$ cat config.mk
export PLATFORM = sky130hd
export DESIGN_NAME = gray_mem_arbiter_flat
export DESIGN_NICKNAME = d
export VERILOG_FILES = /design/src/rtl/gray_arb_pkg.sv /design/src/rtl/gray_mem_arbiter_if.sv /design/src/rtl/gray_mem_arbiter_rr_pick.sv /design/src/rtl/gray_mem_arbiter.sv /design/src/flat_wrapper.sv
export SDC_FILE = /design/constraint.sdc
export NUM_CORES = 1
export LEC_CHECK = 0
export CAP_MARGIN = 30
export CORE_MARGIN = 2
export CORE_UTILIZATION = 30
export CTS_BUF_LIST = sky130_fd_sc_hd__clkbuf_8
export CTS_CLUSTER_SIZE = 30
export DETAILED_ROUTE_END_ITERATION = 10
export PLACE_DENSITY_LB_ADDON = 0.12
export REMOVE_ABC_BUFFERS = 1
export SYNTH_ARGS = -nofsm -noshare
export SYNTH_HDL_FRONTEND = slang
export SYNTH_HIERARCHICAL = 1
export SYNTH_SLANG_ARGS = --single-unit
$ cat constraint.sdc
create_clock -name clk -period 3 [get_ports clk]
set_input_delay 0.75 -clock clk [delete_from_list [all_inputs] [get_ports clk]]
set_output_delay 0.75 -clock clk [all_outputs]
set_load 0.03 [all_outputs]
$ cat src/rtl/gray_arb_pkg.sv
// gray_arb_pkg
// Shared constants and types for the gray-memory read arbiter.
//   AW/DW     : address / pixel width of the 128x128 gray image
//   RSP_LAT   : fixed accept-to-response latency in cycles
//   arb_state_e : arbiter FSM states
//   next_ptr  : round-robin pointer advance helper
package gray_arb_pkg;

  localparam int AW      = 14;
  localparam int DW      = 8;
  localparam int IMG_W   = 128;
  localparam int IMG_H   = 128;
  localparam int RSP_LAT = 2;

  typedef enum logic [0:0] {
    WAIT_MEM = 1'b0,
    ARB      = 1'b1
  } arb_state_e;

  // Pointer after a grant to idx: the next requester, wrapping at nreq.
  function automatic int next_ptr(input int idx, input int nreq);
    if (idx + 1 >= nreq) begin
      return 0;
    end else begin
      return idx + 1;
    end
  endfunction

endpackage

$ cat src/rtl/gray_mem_arbiter_if.sv
// gray_mem_arbiter_if
// Bundles the requester-side handshake and the gray memory read port.
//   req_valid/req_addr/req_lock : requester beats (addr slice i = [i*AW +: AW])
//   req_ready                   : one-hot (or zero) beat acceptance
//   rsp_valid/rsp_data          : routed response, one-hot owner + shared data
//   gray_addr/gray_req          : registered memory read request
//   gray_ready/gray_data        : memory status and returned pixel
//   arb_idle                    : nothing pending, in flight or locked
// Modports: slave = arbiter side, master = requesters + memory side.
interface gray_mem_arbiter_if
  import gray_arb_pkg::*;
#(
  parameter int NREQ = 2,
  parameter int AW   = gray_arb_pkg::AW,
  parameter int DW   = gray_arb_pkg::DW
);

  logic [NREQ-1:0]    req_valid;
  logic [NREQ*AW-1:0] req_addr;
  logic [NREQ-1:0]    req_lock;
  logic [NREQ-1:0]    req_ready;
  logic [NREQ-1:0]    rsp_valid;
  logic [DW-1:0]      rsp_data;
  logic [AW-1:0]      gray_addr;
  logic               gray_req;
  logic               gray_ready;
  logic [DW-1:0]      gray_data;
  logic               arb_idle;

  modport slave (
    input  req_valid, req_addr, req_lock, gray_ready, gray_data,
    output req_ready, rsp_valid, rsp_data, gray_addr, gray_req, arb_idle
  );

  modport master (
    output req_valid, req_addr, req_lock, gray_ready, gray_data,
    input  req_ready, rsp_valid, rsp_data, gray_addr, gray_req, arb_idle
  );

endinterface

$ cat src/rtl/gray_mem_arbiter_rr_pick.sv
// rr_pick
// Purely combinational round-robin picker: scans req_i starting at ptr_i,
// wrapping mod NREQ, and returns the first set bit as a one-hot grant plus
// its encoded index. Zero grant when no request is set.
//   req_i   : request vector
//   ptr_i   : search start position
//   grant_o : one-hot grant (or zero)
//   idx_o   : encoded index of grant_o
module rr_pick
  import gray_arb_pkg::*;
#(
  parameter int NREQ = 2,
  parameter int PW   = 1
) (
  input  logic [NREQ-1:0] req_i,
  input  logic [PW-1:0]   ptr_i,
  output logic [NREQ-1:0] grant_o,
  output logic [PW-1:0]   idx_o
);

  logic found_s;

  function automatic int wrap_idx(input int v);
    if (v >= NREQ) begin
      return v - NREQ;
    end else begin
      return v;
    end
  endfunction

  // First requester at or after the pointer wins.
  always_comb begin
    grant_o = '0;
    idx_o   = '0;
    found_s = 1'b0;
    for (int k = 0; k < NREQ; k++) begin
      if (!found_s && req_i[wrap_idx(int'(ptr_i) + k)]) begin
        found_s                          = 1'b1;
        grant_o[wrap_idx(int'(ptr_i) + k)] = 1'b1;
        idx_o                            = PW'(wrap_idx(int'(ptr_i) + k));
      end else begin
        found_s = found_s;
      end
    end
  end

endmodule

$ cat src/rtl/gray_mem_arbiter.sv
// gray_mem_arbiter
// Shares one gray-image read port between NREQ requesters. One beat is
// granted per cycle, round-robin; the granted address is registered onto
// gray_addr/gray_req, memory answers one cycle later, and the response is
// steered back to its originator exactly 2 cycles after acceptance.
// Ports:
//   clk   : clock
//   reset : asynchronous, active-high reset
//   bus   : gray_mem_arbiter_if.slave (requester handshake + memory port)
// Optional build macro GRAY_ARB_LOCK_EN: a requester may hold the grant
// across beats (req_lock) so a multi-beat window fetch stays contiguous.
// Without it req_lock is ignored.
module gray_mem_arbiter
  import gray_arb_pkg::*;
#(
  parameter int NREQ = 2,
  parameter int AW   = gray_arb_pkg::AW,
  parameter int DW   = gray_arb_pkg::DW
) (
  input  logic             clk,
  input  logic             reset,
  gray_mem_arbiter_if.slave bus
);

  localparam int PW = (NREQ > 1) ? $clog2(NREQ) : 1;

  arb_state_e      state_q;
  logic [PW-1:0]   ptr_q;
  logic [NREQ-1:0] id1_q;       // owner of the beat now on gray_addr
  logic [NREQ-1:0] rsp_valid_q; // owner of the data now on gray_data
  logic [AW-1:0]   gray_addr_q;
  logic            gray_req_q;

  logic [NREQ-1:0] eligible_s;
  logic [NREQ-1:0] pick_s;
  logic [PW-1:0]   pick_idx_s;
  logic            grant_en_s;
  logic            accept_s;
  logic [PW-1:0]   ptr_next_s;
  logic            lock_q;

`ifdef GRAY_ARB_LOCK_EN
  logic [PW-1:0] lock_owner_q;

  // Lock follows req_lock of every accepted beat; only the owner can be
  // accepted while locked, so this both sets, holds and releases it.
  always_ff @(posedge clk or posedge reset) begin
    if (reset) begin
      lock_q       <= 1'b0;
      lock_owner_q <= '0;
    end else if (accept_s) begin
      lock_q       <= bus.req_lock[pick_idx_s];
      lock_owner_q <= pick_idx_s;
    end else begin
      lock_q       <= lock_q;
      lock_owner_q <= lock_owner_q;
    end
  end

  // While locked, only the owner's request is visible to the picker.
  always_comb begin
    eligible_s = bus.req_valid;
    if (lock_q) begin
      eligible_s = bus.req_valid & (NREQ'(1) << lock_owner_q);
    end else begin
      eligible_s = bus.req_valid;
    end
  end
`else
  assign lock_q = 1'b0;

  // Every pending request competes.
  always_comb begin
    eligible_s = bus.req_valid;
  end
`endif

  rr_pick #(
    .NREQ (NREQ),
    .PW   (PW)
  ) u_rr_pick (
    .req_i   (eligible_s),
    .ptr_i   (ptr_q),
    .grant_o (pick_s),
    .idx_o   (pick_idx_s)
  );

  // Grants are gated combinationally so a falling gray_ready stops them
  // in the same cycle, before the FSM has left ARB.
  assign grant_en_s    = (state_q == ARB) && bus.gray_ready;
  assign bus.req_ready = grant_en_s ? pick_s : '0;
  assign accept_s      = grant_en_s && (|pick_s);

  // Pointer after this cycle's grant. While locked the winner is always the
  // owner, so the pointer stays at owner+1, i.e. effectively frozen.
  always_comb begin
    ptr_next_s = PW'(next_ptr(int'(pick_idx_s), NREQ));
  end

  // FSM, memory request registers and 2-deep response-owner pipeline.
  always_ff @(posedge clk or posedge reset) begin
    if (reset) begin
      state_q     <= WAIT_MEM;
      ptr_q       <= '0;
      id1_q       <= '0;
      rsp_valid_q <= '0;
      gray_addr_q <= '0;
      gray_req_q  <= 1'b0;
    end else begin
      case (state_q)
        WAIT_MEM: state_q <= bus.gray_ready ? ARB : WAIT_MEM;
        ARB:      state_q <= bus.gray_ready ? ARB : WAIT_MEM;
        default:  state_q <= WAIT_MEM;
      endcase
      gray_req_q  <= accept_s;
      id1_q       <= accept_s ? pick_s : '0;
      rsp_valid_q <= id1_q;
      if (accept_s) begin
        gray_addr_q <= bus.req_addr[int'(pick_idx_s)*AW +: AW];
        ptr_q       <= ptr_next_s;
      end else begin
        gray_addr_q <= gray_addr_q;
        ptr_q       <= ptr_q;
      end
    end
  end

  assign bus.gray_addr = gray_addr_q;
  assign bus.gray_req  = gray_req_q;
  assign bus.rsp_valid = rsp_valid_q;
  // Memory data is already one cycle behind the request, so it lines up
  // with the second owner stage; forced to zero when nothing is returned.
  assign bus.rsp_data  = (|rsp_valid_q) ? bus.gray_data : '0;
  assign bus.arb_idle  = ~(|bus.req_valid) & ~(|id1_q) & ~(|rsp_valid_q) & ~lock_q;

endmodule

$ cat src/flat_wrapper.sv
// flat-port wrapper written by rule: the top's interface ports become plain ports
module gray_mem_arbiter_flat import gray_arb_pkg::*;
#(
  parameter int NREQ = 2,
  parameter int AW   = gray_arb_pkg::AW,
  parameter int DW   = gray_arb_pkg::DW
)
  (clk, reset, bus_req_valid, bus_req_addr, bus_req_lock, bus_gray_ready, bus_gray_data, bus_req_ready, bus_rsp_valid, bus_rsp_data, bus_gray_addr, bus_gray_req, bus_arb_idle);
  gray_mem_arbiter_if #(.NREQ(NREQ), .AW(AW), .DW(DW)) bus_i ();
  input  logic clk;
  input  logic reset;
  input wire logic [$bits(bus_i.req_valid)-1:0] bus_req_valid;
  input wire logic [$bits(bus_i.req_addr)-1:0] bus_req_addr;
  input wire logic [$bits(bus_i.req_lock)-1:0] bus_req_lock;
  input wire logic [$bits(bus_i.gray_ready)-1:0] bus_gray_ready;
  input wire logic [$bits(bus_i.gray_data)-1:0] bus_gray_data;
  output wire logic [$bits(bus_i.req_ready)-1:0] bus_req_ready;
  output wire logic [$bits(bus_i.rsp_valid)-1:0] bus_rsp_valid;
  output wire logic [$bits(bus_i.rsp_data)-1:0] bus_rsp_data;
  output wire logic [$bits(bus_i.gray_addr)-1:0] bus_gray_addr;
  output wire logic [$bits(bus_i.gray_req)-1:0] bus_gray_req;
  output wire logic [$bits(bus_i.arb_idle)-1:0] bus_arb_idle;
  assign bus_i.req_valid = bus_req_valid;
  assign bus_i.req_addr = bus_req_addr;
  assign bus_i.req_lock = bus_req_lock;
  assign bus_i.gray_ready = bus_gray_ready;
  assign bus_i.gray_data = bus_gray_data;
  assign bus_req_ready = bus_i.req_ready;
  assign bus_rsp_valid = bus_i.rsp_valid;
  assign bus_rsp_data = bus_i.rsp_data;
  assign bus_gray_addr = bus_i.gray_addr;
  assign bus_gray_req = bus_i.gray_req;
  assign bus_arb_idle = bus_i.arb_idle;
  gray_mem_arbiter #(.NREQ(NREQ), .AW(AW), .DW(DW)) u_core (.clk(clk), .reset(reset), .bus(bus_i));
endmodule
After elaboration in Yosys (flattened, before gate mapping)
Index checks and enable logic that the tools add are counted.
Cells by class
  multiplexer cells: 24
  $add $sub $neg: 4
  reduce and logical (&&, ||, !) cells: 10
  order comparisons: 9
  bitwise operators: 6
  shifts and indexed selects: 1
  $mul: 1
Operators by type and width (number)
  $lt A32 B3 Y1 const B: 4
  $mux W32: 4
  $ge A32 B1 Y1 const B: 2
  $shiftx A28 B32 Y14: 1
  $mux W1: 13
  $mux W2: 4
  $mux W8: 1
  $reduce_or A2 Y1: 4
  $logic_and A1 B1 Y1: 5
  $add A1 B1 Y2 const B: 2
  $ge A2 B2 Y1 const B: 2
  $mul A1 B3 Y4 const B: 1
  $not A1 Y1: 3
  $sub A1 B2 Y3 const B: 1
  $sub A2 B2 Y3 const B: 1
  $and A1 B1 Y1: 2
  $demux W1 S1: 2
  $ge A1 B2 Y1 const B: 1
  $or A2 B2 Y2: 1
  $logic_not A1 Y1: 1
Storage, ports and cells
  bits of input ports: 43
  register bits after elaboration: 21
  output and inout port bits: 28
  word-level logic and storage cells: 61

Depth between registers and ports, before layout
  depth after elaboration: 18
  mapped depth: 6
  gate-level depth less buffers: 4

By module
Netlist, hierarchy kept.
By module, submodules not included
  gray_mem_arbiter: area an instance 1084.8 sq um, sequential area each 525.5 sq um, times used 1, cells an instance 72
  rr_pick: area an instance 30.0 sq um, sequential area each 0.0 sq um, times used 1, cells an instance 4

Worst setup path before layout
Ideal clock, no wire load.
  kind: register -> output
  start point: register u_core.rsp_valid_q[1] (netlist: u_core/bus.rsp_valid[1])
  end point: output port bus_arb_idle
  slack: 0.564 ns
  path buffers: 0
  data required time: 2.250 ns
  cell stages (with the launch flop): 3
  arrival: 1.686 ns
  cells stage by stage: dfrtp_1 or4_1 nor3_1
On the way
  word-level cells in the longest chain between the ends: 3
Ends and longest elaborated chain
  from (decl): line gray_mem_arbiter.sv:30  | logic [NREQ-1:0] rsp_valid_q;
  from (signal assigned): line gray_mem_arbiter.sv:117  | rsp_valid_q <= id1_q;
  $reduce_or A2 Y1: line gray_mem_arbiter.sv:134  | assign bus.arb_idle = ~(|bus.req_valid) & ~(|id1_q) & ~(|rsp_valid_q) & ~lock_q;
  $not A1 Y1: line gray_mem_arbiter.sv:134
  $and A1 B1 Y1: line gray_mem_arbiter.sv:134
  to (decl): line flat_wrapper.sv:22  | output wire logic [$bits(bus_i.arb_idle)-1:0] bus_arb_idle;
Every way passes these cells.

Final worst setup path
  start point: input port bus_req_valid[1]
  end point: output port bus_arb_idle
On the way
  word-level cells in the longest chain between the ends: 4
Ends and longest elaborated chain
  from (decl): line flat_wrapper.sv:12  | input wire logic [$bits(bus_i.req_valid)-1:0] bus_req_valid;
  $reduce_or A2 Y1: line gray_mem_arbiter.sv:134
  $not A1 Y1: line gray_mem_arbiter.sv:134
  $and A1 B1 Y1 (2 in series): line gray_mem_arbiter.sv:134
Every way passes these cells.

==> flow_summary.toml <==
[cells_and_area]
final_area_um2 = 1860
syn2layout_area_growth_pct = 67.2
layout.nets = 191
seq_area_um2 = 526
fin_cells = 195
n_antenna_cell = 0
multiInputGateArea_um2 = 524
post-route-util = 0.517
layout_commonest_cell = "clkdlybuf4s50_1"
final_cell_mix = "66 x clkdlybuf4s50_1, 21 x dfrtp_1, 18 x mux2_4, 10 x mux2_2, 8 x nor2b_1"
drive_gt1_frac = 0.259
nFillCells = 333

[detailed_routing]
drtPass1Iterations = 4
wire_per_inst_um = 12.9
vias = 841
avgViaCountPerCell = 4.31
drt_iter0_markers = 15
finalWirelength_um = 2520
postRouteAntennaNets = 0
drc_errors = 0

[worst_setup_path]
cp.arrival_ps = 2120
crit_type = "input pin to output port"
path_cells = "clkdlybuf4s50_1 -> nor3_1 -> clkdlybuf4s50_1"
critPathTopFamily = "buffers and inverters"
cp.required_ps = 2250
cp_slowest_cell = "clkdlybuf4s50_1"
max_stage_delay_ps = 690
critPathMostFrequentCell = "clkdlybuf4s50_1"
critical_path_peak_fanout = 4
crit_buf_inv = 2
crit_path_end_kind = "output port"
startpoint_type = "input pin"

[timing]
timing.slew.headroom = 0.470
finalHoldViolCount = 0
fmax_mhz = 349
period_share = 0.956
finalSetupViolCount = 0
timing.setup.tns_ps = 0
rsz0062_at_grt = "no"
max_slew.worst_pin.slew_ps = 793
clock_skew_ps = 0.570
drv_slew = 0
min_period_ps = 2870

[die]
io-pin-count = 71
start_util = 0.309
fp.dieW_um = 65.0
core_area_um2 = 3610
fp.dieH_um = 65.0
dieArea_um2 = 4220
rows = 22

[synth]
synth_seq_cells = 21
synth_warnings = 6
yosysSeqAreaShare = 0.471
yosys-top-cells-area = "dfrtp_1 47%, mux2_4 24%, mux2_2 10%"
synth_top_area_cell = "dfrtp_1"
synth_area_per_cell_um2 = 14.7
netlist_instances = 76
synth_top_area_frac = 0.471
synth.distinct_cells = 16
synth.cell_area_um2 = 1110

[power]
power_uw = 1080
ir_drop_uv = 298
p_leak_uw = 0.000821
cellPowerDensity_nw_per_um2 = 580

[global_routing]
grt_pass1_wl_um = 4030
use_met3 = 0.0417
grt_pass1_vias = 863
antenna_found_initial = 0
grtUsageMet2 = 0.211
grt_use_met1 = 0.155
grt_max_degree = 22
busiest_layer = "met2"
overflow = 0
grt_usage = 0.126

[clock_tree]
cts_buffers = 3
cts.sinks = 21
clockRootBuffer = "clkbuf_8"
cts_setup_buffers = 0
cts_buffer_depth = 2
clock_latency_ps = 250
clkTransAtPathRegs_ps = 70
cts_tree = "built"
cts-resized-gates = 0
ctsHoldBuffers = 0
cts_max_level = 1

[placement]
gp_congestion = 0.653
dpl_cell_area_um2 = 1820
dp_cells = 191
io_buffers = 68
dpl.hpwl_um = 1890

[run_status]
outcome = "finished, final reports clean"

[job]
cap_violations = 0

[min_path]
hold_path_class = "flip-flop to flip-flop"
report_power, final:
group	leakage [uW]	internal, uW	switching (uW)
Clock	0.0000269	90.8	80.7
Combinational	0.000539	278	243
Sequential	0.000255	352	37.4
sequential cells by signal (all words and copies together), names as in the netlist:
signal                count
u_core/bus.gray_addr     14
u_core/bus.rsp_valid      2
u_core/id1_q              2
u_core/bus.gray_req       1
u_core/ptr_q              1
u_core/state_q            1
cells in the mapped netlist, drive strengths merged:
library cell and instances:
mux2 28, dfrtp 21, nor2b 8, and3 4, buf 4, a21boi 3, inv 3, mux2i 1
nor2 1, nor3 1, o211a 1, or4 1
worst paths after layout:
kind / from / end / slack [ps] / cells after the start
setup / recovery: bus_req_valid[1] / bus_arb_idle / 130 / 3
hold / removal: u_core/id1_q[0] / u_core/bus.rsp_valid[0] / 370 / 0
min in group asynchronous: reset / u_core/bus.gray_addr[11] / 950 / 2
setup reg to reg: u_core/ptr_q / u_core/bus.gray_addr[0] / 1380 / 5
max in group asynchronous: reset / u_core/bus.gray_addr[8] / 1560 / 2
hold reg to reg: u_core/id1_q[0] / u_core/bus.rsp_valid[0] / 370 / 0
metal layers:
metal | vias up | share of wire
li1 | 408 | -
met1 | 396 | 0.42
met2 | 35 | 0.49
met3 | 2 | 0.085
met4 | 0 | 0.0032
met5 | - | 0
cells by family (layout without fill, tap and decap cells):
kind of cell,count (synthesis),in the layout,share of synthesized area
DFF,21,21,0.471
buffers and inverters,7,78,0.0617
and+or+nand+nor,15,15,0.0819
AOI/OAI and AO/OA,4,4,0.0325
muxes,29,29,0.352
stage by stage:
step / worst slack [ps] / hold slack [ps]
2_1_floorplan: 446 / 346
3_3_place_gp: 144 / 351
3_5_place_dp: 104 / 357
4_1_cts: 106 / 374
5_1_grt: 60.3 / 400
6_report: 132 / 368
final cells by class:
class / count / area share
repair buffers: 71 / 0.374
flip-flops and latches: 21 / 0.282
multi-input cells: 48 / 0.281
well taps: 48 / 0.0322
clock buffers: 3 / 0.0221
inverters: 3 / 0.00604
clock inverters: 1 / 0.00201
Note: power is estimated with default switching activity, not from simulation.
